--- src/rtl/prefix_encoder.sv ---
// Serialises an x86 instruction prefix/opcode request into a byte stream, one byte per out handshake.
// First byte one cycle after acceptance, then 1 byte/cycle; out_ready low holds the current byte.
module prefix_encoder (
  input  logic       clk,
  input  logic       rst_n,
  input  logic       flush,
  input  logic       req_valid,
  output logic       req_ready,
  input  logic [1:0] req_rep,
  input  logic       req_lock,
  input  logic [2:0] req_seg,
  input  logic       req_opsize,
  input  logic       req_addrsize,
  input  logic       req_2byte,
  input  logic [7:0] req_opcode,
  output logic       out_valid,
  input  logic       out_ready,
  output logic [7:0] out_byte,
  output logic       out_last,
  output logic       out_is_prefix,
  output logic [3:0] byte_count,
  output logic       req_err,
  output logic       busy
);

  typedef enum logic {IDLE, EMIT} state_t;

  state_t     state, state_nx;
  logic       accept, xfer;
  logic [6:0] mask;
  logic [1:0] rep;
  logic [2:0] seg;
  logic [7:0] opcode;
  logic [2:0] item;
  logic [7:0] item_byte;
  logic [7:0] seg_byte;

  assign req_ready     = (state == IDLE) && !flush;
  assign accept        = req_valid && req_ready;
  assign out_valid     = (state == EMIT);
  assign xfer          = out_valid && out_ready;
  assign out_last      = out_valid && (item == 3'd6);
  assign out_is_prefix = out_valid && !out_last;
  assign out_byte      = out_valid ? item_byte : 8'h00;
  assign busy          = (state != IDLE);

  always_ff @(posedge clk or negedge rst_n) begin
    if (!rst_n) state <= IDLE;
    else        state <= state_nx;
  end

  always_comb begin
    state_nx = state;
    if (flush) begin
      state_nx = IDLE;
    end else begin
      case (state)
        IDLE:    if (accept) state_nx = EMIT;
        EMIT:    if (xfer && out_last) state_nx = IDLE;
        default: state_nx = IDLE;
      endcase
    end
  end

  // Mask bits in emission order: F0, rep, seg, 66, 67, 0F, opcode (always set).
  always_ff @(posedge clk or negedge rst_n) begin
    if (!rst_n) begin
      mask       <= 7'b0;
      rep        <= 2'b0;
      seg        <= 3'b0;
      opcode     <= 8'h00;
      byte_count <= 4'd0;
      req_err    <= 1'b0;
    end else begin
      req_err <= accept && ((req_rep == 2'd3) || (req_seg == 3'd6));
      if (accept) begin
        mask       <= {1'b1, req_2byte, req_addrsize, req_opsize,
                       (req_seg != 3'd7) && (req_seg != 3'd6),
                       (req_rep == 2'd1) || (req_rep == 2'd2),
                       req_lock};
        rep        <= req_rep;
        seg        <= req_seg;
        opcode     <= req_opcode;
        byte_count <= 4'd0;
      end else if (xfer) begin
        mask       <= mask & ~(7'b1 << item);
        byte_count <= byte_count + 4'd1;
      end
    end
  end

  // Lowest remaining mask bit is the item on the bus; opcode is the fallback.
  always_comb begin
    item = 3'd6;
    for (int i = 5; i >= 0; i--) begin
      if (mask[i]) item = 3'(i);
    end
  end

  always_comb begin
    seg_byte = 8'h00;
    case (seg)
      3'd0:    seg_byte = 8'h26;
      3'd1:    seg_byte = 8'h2E;
      3'd2:    seg_byte = 8'h36;
      3'd3:    seg_byte = 8'h3E;
      3'd4:    seg_byte = 8'h64;
      3'd5:    seg_byte = 8'h65;
      default: seg_byte = 8'h00;
    endcase
  end

  always_comb begin
    item_byte = 8'h00;
    case (item)
      3'd0:    item_byte = 8'hF0;
      3'd1:    item_byte = (rep == 2'd1) ? 8'hF2 : 8'hF3;
      3'd2:    item_byte = seg_byte;
      3'd3:    item_byte = 8'h66;
      3'd4:    item_byte = 8'h67;
      3'd5:    item_byte = 8'h0F;
      default: item_byte = opcode;
    endcase
  end

endmodule

--- config.mk ---
export PLATFORM = sky130hd
export DESIGN_NAME = prefix_encoder
export DESIGN_NICKNAME = d
export VERILOG_FILES = /design/src/rtl/prefix_encoder.sv
export SDC_FILE = /design/constraint.sdc
export NUM_CORES = 1
export LEC_CHECK = 0
export ABC_AREA = 0
export CORE_MARGIN = 1
export CORE_UTILIZATION = 50
export CTS_CLUSTER_SIZE = 12
export DETAILED_ROUTE_END_ITERATION = 7
export GPL_ROUTABILITY_DRIVEN = 0
export HOLD_SLACK_MARGIN = 0.15
export PLACE_DENSITY = 0.84
export SETUP_SLACK_MARGIN = 0.02
export SYNTH_ARGS = -nofsm -noshare
export SYNTH_HDL_FRONTEND = slang
export SYNTH_SLANG_ARGS = --single-unit
--- constraint.sdc ---
create_clock -name clk -period 3.35 [get_ports clk]
set_input_delay 1.005 -clock clk [delete_from_list [all_inputs] [get_ports clk]]
set_output_delay 1.005 -clock clk [all_outputs]
set_load 0.05 [all_outputs]
==> impl_metrics.csv, run 1 <==
group,metric,value,unit
floorplanning,num_rows,18,
routing,vias_per_cell,5.61,
global_route,track_usage,0.217,
worst_setup_path,reg2reg_setup_slack,1620,ps
power,pwr-share-clk,0.139,
clock_tree,cts_num_sinks,25,
routing,drtIter0Drc,36,
global_route,grt_pass1_vias,1000,
floorplanning,die-area,2940,µm²
power,power,0.976,mW
logic_synthesis,yosysWarningCount,0,
worst_setup_path,cp_slowest_stage_delay,820,ps
timing,tightest_slew,549,ps
timing,timing.final.crit_period,3240,ps
layout,synthToLayoutAreaGrowth,29.4,%
clock_tree,clockRootBuffer,"clkbuf_4",
logic_synthesis,syn_area,1360,µm²
run,drv_cap,0,
power,power_density,553,nW/µm²
power,power.net_switching,0.403,mW
clock_tree,cts_max_path_buffers,2,
layout,fillCellCount,205,
timing,maxSlewViolCount,0,
timing,hold_viol_final,0,
worst_setup_path,crit_cells,3,
routing,drc_errors,0,
worst_setup_path,path_class,"reg2out",
power,seqPwrFrac,0.452,
floorplanning,initial_core_util,0.541,
floorplanning,core_area,2520,µm²
power,vdd.ir_drop.worst,0.459,mV
worst_setup_path,r2r_cells,3,
place,place_hpwl,2.22,mm
clock_tree,cts_tree,"done",
logic_synthesis,ys_seq_area_frac,0.459,
worst_setup_path,endpoint_kind,"output pin",
timing,fmax,308,MHz
layout,fin_nets,192,
layout,layout-drive-gt1-share,0.144,
timing,setup_viol,0,
timing,finClkSkew,3.12,ps
clock_tree,htreeDepth,1,
worst_setup_path,slowest_stage,"clkdlybuf4s50_1",
routing,routedWlPerCell,15.3,µm
floorplanning,ioPinCount,40,
routing,finalWirelength,3.02,mm
power,leakagePower,0.784,nW
timing,rsz0062_at_grt,"false",
logic_synthesis,synth_seq_cells,25,
worst_setup_path,reg2reg_from,"busy",
power,combinationalPowerShare,0.409,
power,p_int,0.573,mW
clock_tree,numCtsBuffers,3,
floorplanning,die_h,54.2,µm
timing,fin_tns_setup,0,ps
worst_setup_path,endpoint,"out_byte[2]",
global_route,grt_pass1_wl,4.42,mm
worst_setup_path,crit_buf_inv,1,
logic_synthesis,ys_types,40,
worst_setup_path,worstPathArrival,2240,ps
floorplanning,dieWidth,54.2,µm
clock_tree,path_clk_slew,140,ps
timing,finalCritPeriodShare,0.968,
power,p_sw_frac,0.412,
global_route,antenna_found_initial,0,
worst_setup_path,critPathRequiredTime,2340,ps
routing,vias,1106,
clock_tree,clock_latency,320,ps
routing,drt_pass1_iterations,4,
worst_setup_path,cpLargestDelayFamily,"buffers and inverters",
worst_setup_path,cp_cell_sequence,"nor2_2, o2111a_1, clkdlybuf4s50_1",
place,io_buffers,39,
clock_tree,post-cts-setup-buffers,0,
worst_setup_path,cp-start-kind,"register",
logic_synthesis,synthCells,131,
layout,antenna_cells,0,
logic_synthesis,synth_fp_nets,155,
routing,ant_nets,0,
worst_setup_path,cp_max_fo,10,
timing,slew_headroom,0.631,
outcome,status,"completed",
worst_setup_path,r2r-end,"rep[0]",
global_route,grt.overflow.total,0,
worst_setup_path,cp-startpoint,"mask[0]",
logic_synthesis,syn_avg_cell_area,10.4,µm²
hold_path,min_path_type,"reg2reg",
global_route,grt_max_degree,29,
cell type report:
type | count | area (µm²) | area share
clock buffers | 3 | 22.5 | 0.0128
clock inverters | 1 | 5.00 | 0.00284
inverters | 3 | 11.3 | 0.00638
multi-input cells | 95 | 658 | 0.373
flip-flops and latches | 25 | 626 | 0.355
well taps | 30 | 37.5 | 0.0213
repair buffers | 40 | 404 | 0.229
layer usage:
layer / global-route usage / vias up / wire length, µm
li1: - / 538 / -
met1: 0.283 / 532 / 1320
met2: 0.346 / 32 / 1510
met3: 0.0333 / 4 / 132
met4: 0.115 / 0 / 52
met5: 0 / - / 0
per-stage QoR:
stage          worst slack, ps  cell area (µm²)   util  std cells  hold WS [ps]
3_3_place_gp               373             1730  0.687        193           492
6_report                   107             1760  0.699        197           527
2_1_floorplan              206             1360      -        131           475
5_1_grt                   48.4             1760  0.699        197           546
4_1_cts                   29.0             1760  0.696        197           527
3_5_place_dp               329             1730  0.687        193           495
cell families after synthesis:
logic type / synth area share
compound gates: 0.146
flops: 0.459
xor+xnor: 0.0193
buf+inv: 0.0587
simple gates: 0.171
fa+ha+maj: 0.0183
mux: 0.128
worst min path at each step:
stage / startpoint / endpoint / slack [ps] / cells after the start
2_1_floorplan: opcode[5] / opcode[5] / 480 / 1
3_3_place_gp: opcode[0] / opcode[0] / 490 / 1
3_5_place_dp: opcode[5] / opcode[5] / 500 / 1
4_1_cts: opcode[5] / opcode[5] / 530 / 1
5_1_grt: opcode[5] / opcode[5] / 550 / 1
6_report: opcode[5] / opcode[5] / 530 / 1
power by group through the flow:
stage / Combinational [mW] / Sequential, mW / Clock (mW)
global placement: 0.395 / 0.440 / 0
global route: 0.427 / 0.452 / 0.150
floorplan: 0.260 / 0.458 / 0
finish: 0.399 / 0.441 / 0.136
detailed placement: 0.404 / 0.446 / 0
CTS: 0.400 / 0.440 / 0.142
cells in the mapped netlist (all sizes together):
master / instances / share of area
ha: 2 / 0.018
nand3b: 1 / 0.0055
o2111a: 1 / 0.0083
nand3: 1 / 0.0037
o21a: 1 / 0.0055
clkbuf: 3 / 0.0083
xnor2: 1 / 0.0064
o21ai: 7 / 0.026
a22o: 1 / 0.0064
and3: 1 / 0.0046
nor4b: 1 / 0.0064
xor2: 2 / 0.013
buf: 5 / 0.042
o2bb2ai: 1 / 0.0064
a21o: 1 / 0.0055
a21boi: 4 / 0.022
a32o: 1 / 0.0073
inv: 3 / 0.0083
o221ai: 1 / 0.0064
nor2b: 2 / 0.0092
nand4: 2 / 0.0092
nor3: 5 / 0.018
a21oi: 7 / 0.026
and2: 3 / 0.016
nand2: 14 / 0.039
mux2: 11 / 0.099
nand2b: 1 / 0.0046
nor4: 1 / 0.016
a31oi: 3 / 0.014
o21bai: 1 / 0.0055
a311o: 1 / 0.0073
nor2: 13 / 0.039
mux2i: 4 / 0.029
dfrtp: 25 / 0.46
cell usage in the layout (no fill, tap or decap), types with 4 or more instances in the layout:
cell / n
o21ai_0: 7
a21oi_1: 7
dfrtp_1: 25
buf_4: 4
mux2i_1: 4
nand2_1: 14
nor3_1: 5
nor2_1: 11
clkdlybuf4s50_1: 29
mux2_2: 8
sequential cells by signal (all words and copies together), names as in the netlist:
name / flops
opcode: 8
mask: 6
byte_count: 4
seg: 3
rep: 2
busy: 1
req_err: 1
what timing repair did:
item / in CTS / in global routing
gates cloned: 0 / 0
setup endpoints to repair: 3 / 3
resized for setup: 3 / 3
hold buffers: 0 / 0
Power figures use the tool's default switching activity.
==> inputs of run 2 (changes only) <==
- CTS_CLUSTER_DIAMETER: unset -> 40
==> results of run 2 <==
Same layout as run 1: the final DEF is identical, and so are final timing and power.
==> inputs of run 3 (changes only) <==
- GPL_TIMING_DRIVEN: unset -> 0
- SKIP_LAST_GASP: unset -> 1
==> impl_metrics.csv, run 3 (synthesized netlist as in run 1, its figures left out) <==
group,metric,value,unit
layout,largest_reg_flops,8,
power,power_density,542,nW/µm²
layout,layout-drive-gt1-share,0.132,
floorplanning,ioPinCount,40,
floorplanning,die_h,54.2,µm
global_route,grt_max_degree,26,
worst_setup_path,cp-start-kind,"register",
routing,drc_errors,0,
global_route,antenna_found_initial,0,
floorplanning,die-area,2940,µm²
routing,vias_per_cell,5.55,
worst_setup_path,cp_max_fo,7,
layout,finish.utilization,0.720,
worst_setup_path,endpoint_kind,"output pin",
layout,antenna_cells,0,
place,place_hpwl,2.39,mm
timing,finClkSkew,5.12,ps
global_route,grt_pass1_vias,1063,
place,io_buffers,39,
layout,regMostFlops,"opcode",
routing,ant_nets,0,
layout,fin_nets,199,
clock_tree,htreeDepth,1,
global_route,grt.overflow.total,0,
power,leakagePower,0.817,nW
routing,vias,1132,
floorplanning,core_area,2520,µm²
worst_setup_path,worstPathArrival,2190,ps
clock_tree,path_clk_slew,140,ps
worst_setup_path,critPathRequiredTime,2340,ps
place,place_area,1790,µm²
layout,final_common_cell,"clkdlybuf4s50_1",
power,vdd.ir_drop.worst,0.464,mV
timing,maxSlewViolCount,0,
routing,drtIter0Drc,17,
timing,rsz0062_at_grt,"false",
timing,fmax,313,MHz
routing,routedWlPerCell,15.5,µm
clock_tree,cts_num_sinks,25,
timing,slew_headroom,0.235,
worst_setup_path,path_class,"reg2out",
clock_tree,clockRootBuffer,"clkbuf_4",
routing,finalWirelength,3.15,mm
global_route,grt_pass1_wl,4.83,mm
timing,tightest_slew,1140,ps
clock_tree,clock_latency,310,ps
timing,setup_viol,0,
timing,timing.final.crit_period,3200,ps
power,power,0.985,mW
layout,synthToLayoutAreaGrowth,33.2,%
clock_tree,numCtsBuffers,3,
clock_tree,cts_max_path_buffers,2,
hold_path,min_path_type,"reg2reg",
clock_tree,post-cts-setup-buffers,0,
routing,drt_pass1_iterations,4,
floorplanning,dieWidth,54.2,µm
timing,hold_viol_final,0,
layout,largestRegisters,"opcode (8), mask (6), byte_count (4)",
outcome,status,"completed",
timing,hold_slack,528,ps
clock_tree,cts_tree,"done",
timing,fin_tns_setup,0,ps
run,drv_cap,0,
timing,finalCritPeriodShare,0.954,
global_route,track_usage,0.235,
floorplanning,num_rows,18,
layout,stdcell_area,1820,µm²
layout,final_cell_mix,"28 x clkdlybuf4s50_1, 25 x dfrtp_1, 14 x nand2_1, 11 x nor2_1, 8 x mux2_2",
floorplanning,initial_core_util,0.541,
## run 3: final timing paths
kind,endpoint,depth (start not counted),startpoint,slack [ps]
min in group asynchronous,mask[4],1,rst_n,1290
setup reg to reg,opcode[0],5,busy,1900
setup / recovery,out_byte[3],5,mask[4],150
hold / removal,rep[0],1,rep[0],530
hold reg to reg,rep[0],1,rep[0],530
max in group asynchronous,byte_count[2],1,rst_n,1390
## run 3: power breakdown
group | internal, mW | switching (mW) | total (mW)
clock | 0.0465 | 0.0881 | 0.135
combinational | 0.173 | 0.254 | 0.427
sequential | 0.362 | 0.0612 | 0.423
total | 0.581 | 0.404 | 0.985
## run 3: cell type report
class / instances / area (µm²)
plain buffers: 8 / 68.8
clock buffers: 4 / 26.3
fillers: 198 / 706
inverters: 3 / 11.3
multi-input cells: 95 / 658
flip-flops and latches: 25 / 626
well taps: 30 / 37.5
repair buffers: 39 / 389
## run 3: per-stage QoR
stage / cells / setup slack, ps
floorplan: 131 / 206
global placement: 200 / -3.78
detailed placement: 200 / -34.6
CTS: 204 / 57.2
global route: 204 / 24.5
finish: 204 / 153
## run 3: what timing repair did
action	CTS	global route
setup endpoints to repair	8	4
hold buffers	0	0
resized for setup	8	4
## run 3: worst max-delay path, cell delays in order (launching register included)
cell	delay (ps)
dfrtp_1	500
nor4_4	470
a32o_1	190
nand2_1	50
a21boi_1	150
clkdlybuf4s15_1	520
## run 3: routing by layer
metal	vias up	GRT usage	part of all wire
li1	547	-	-
met1	544	0.305	0.43
met2	37	0.396	0.51
met3	4	0.0306	0.051
met4	0	0.0855	0.010
met5	-	0	0
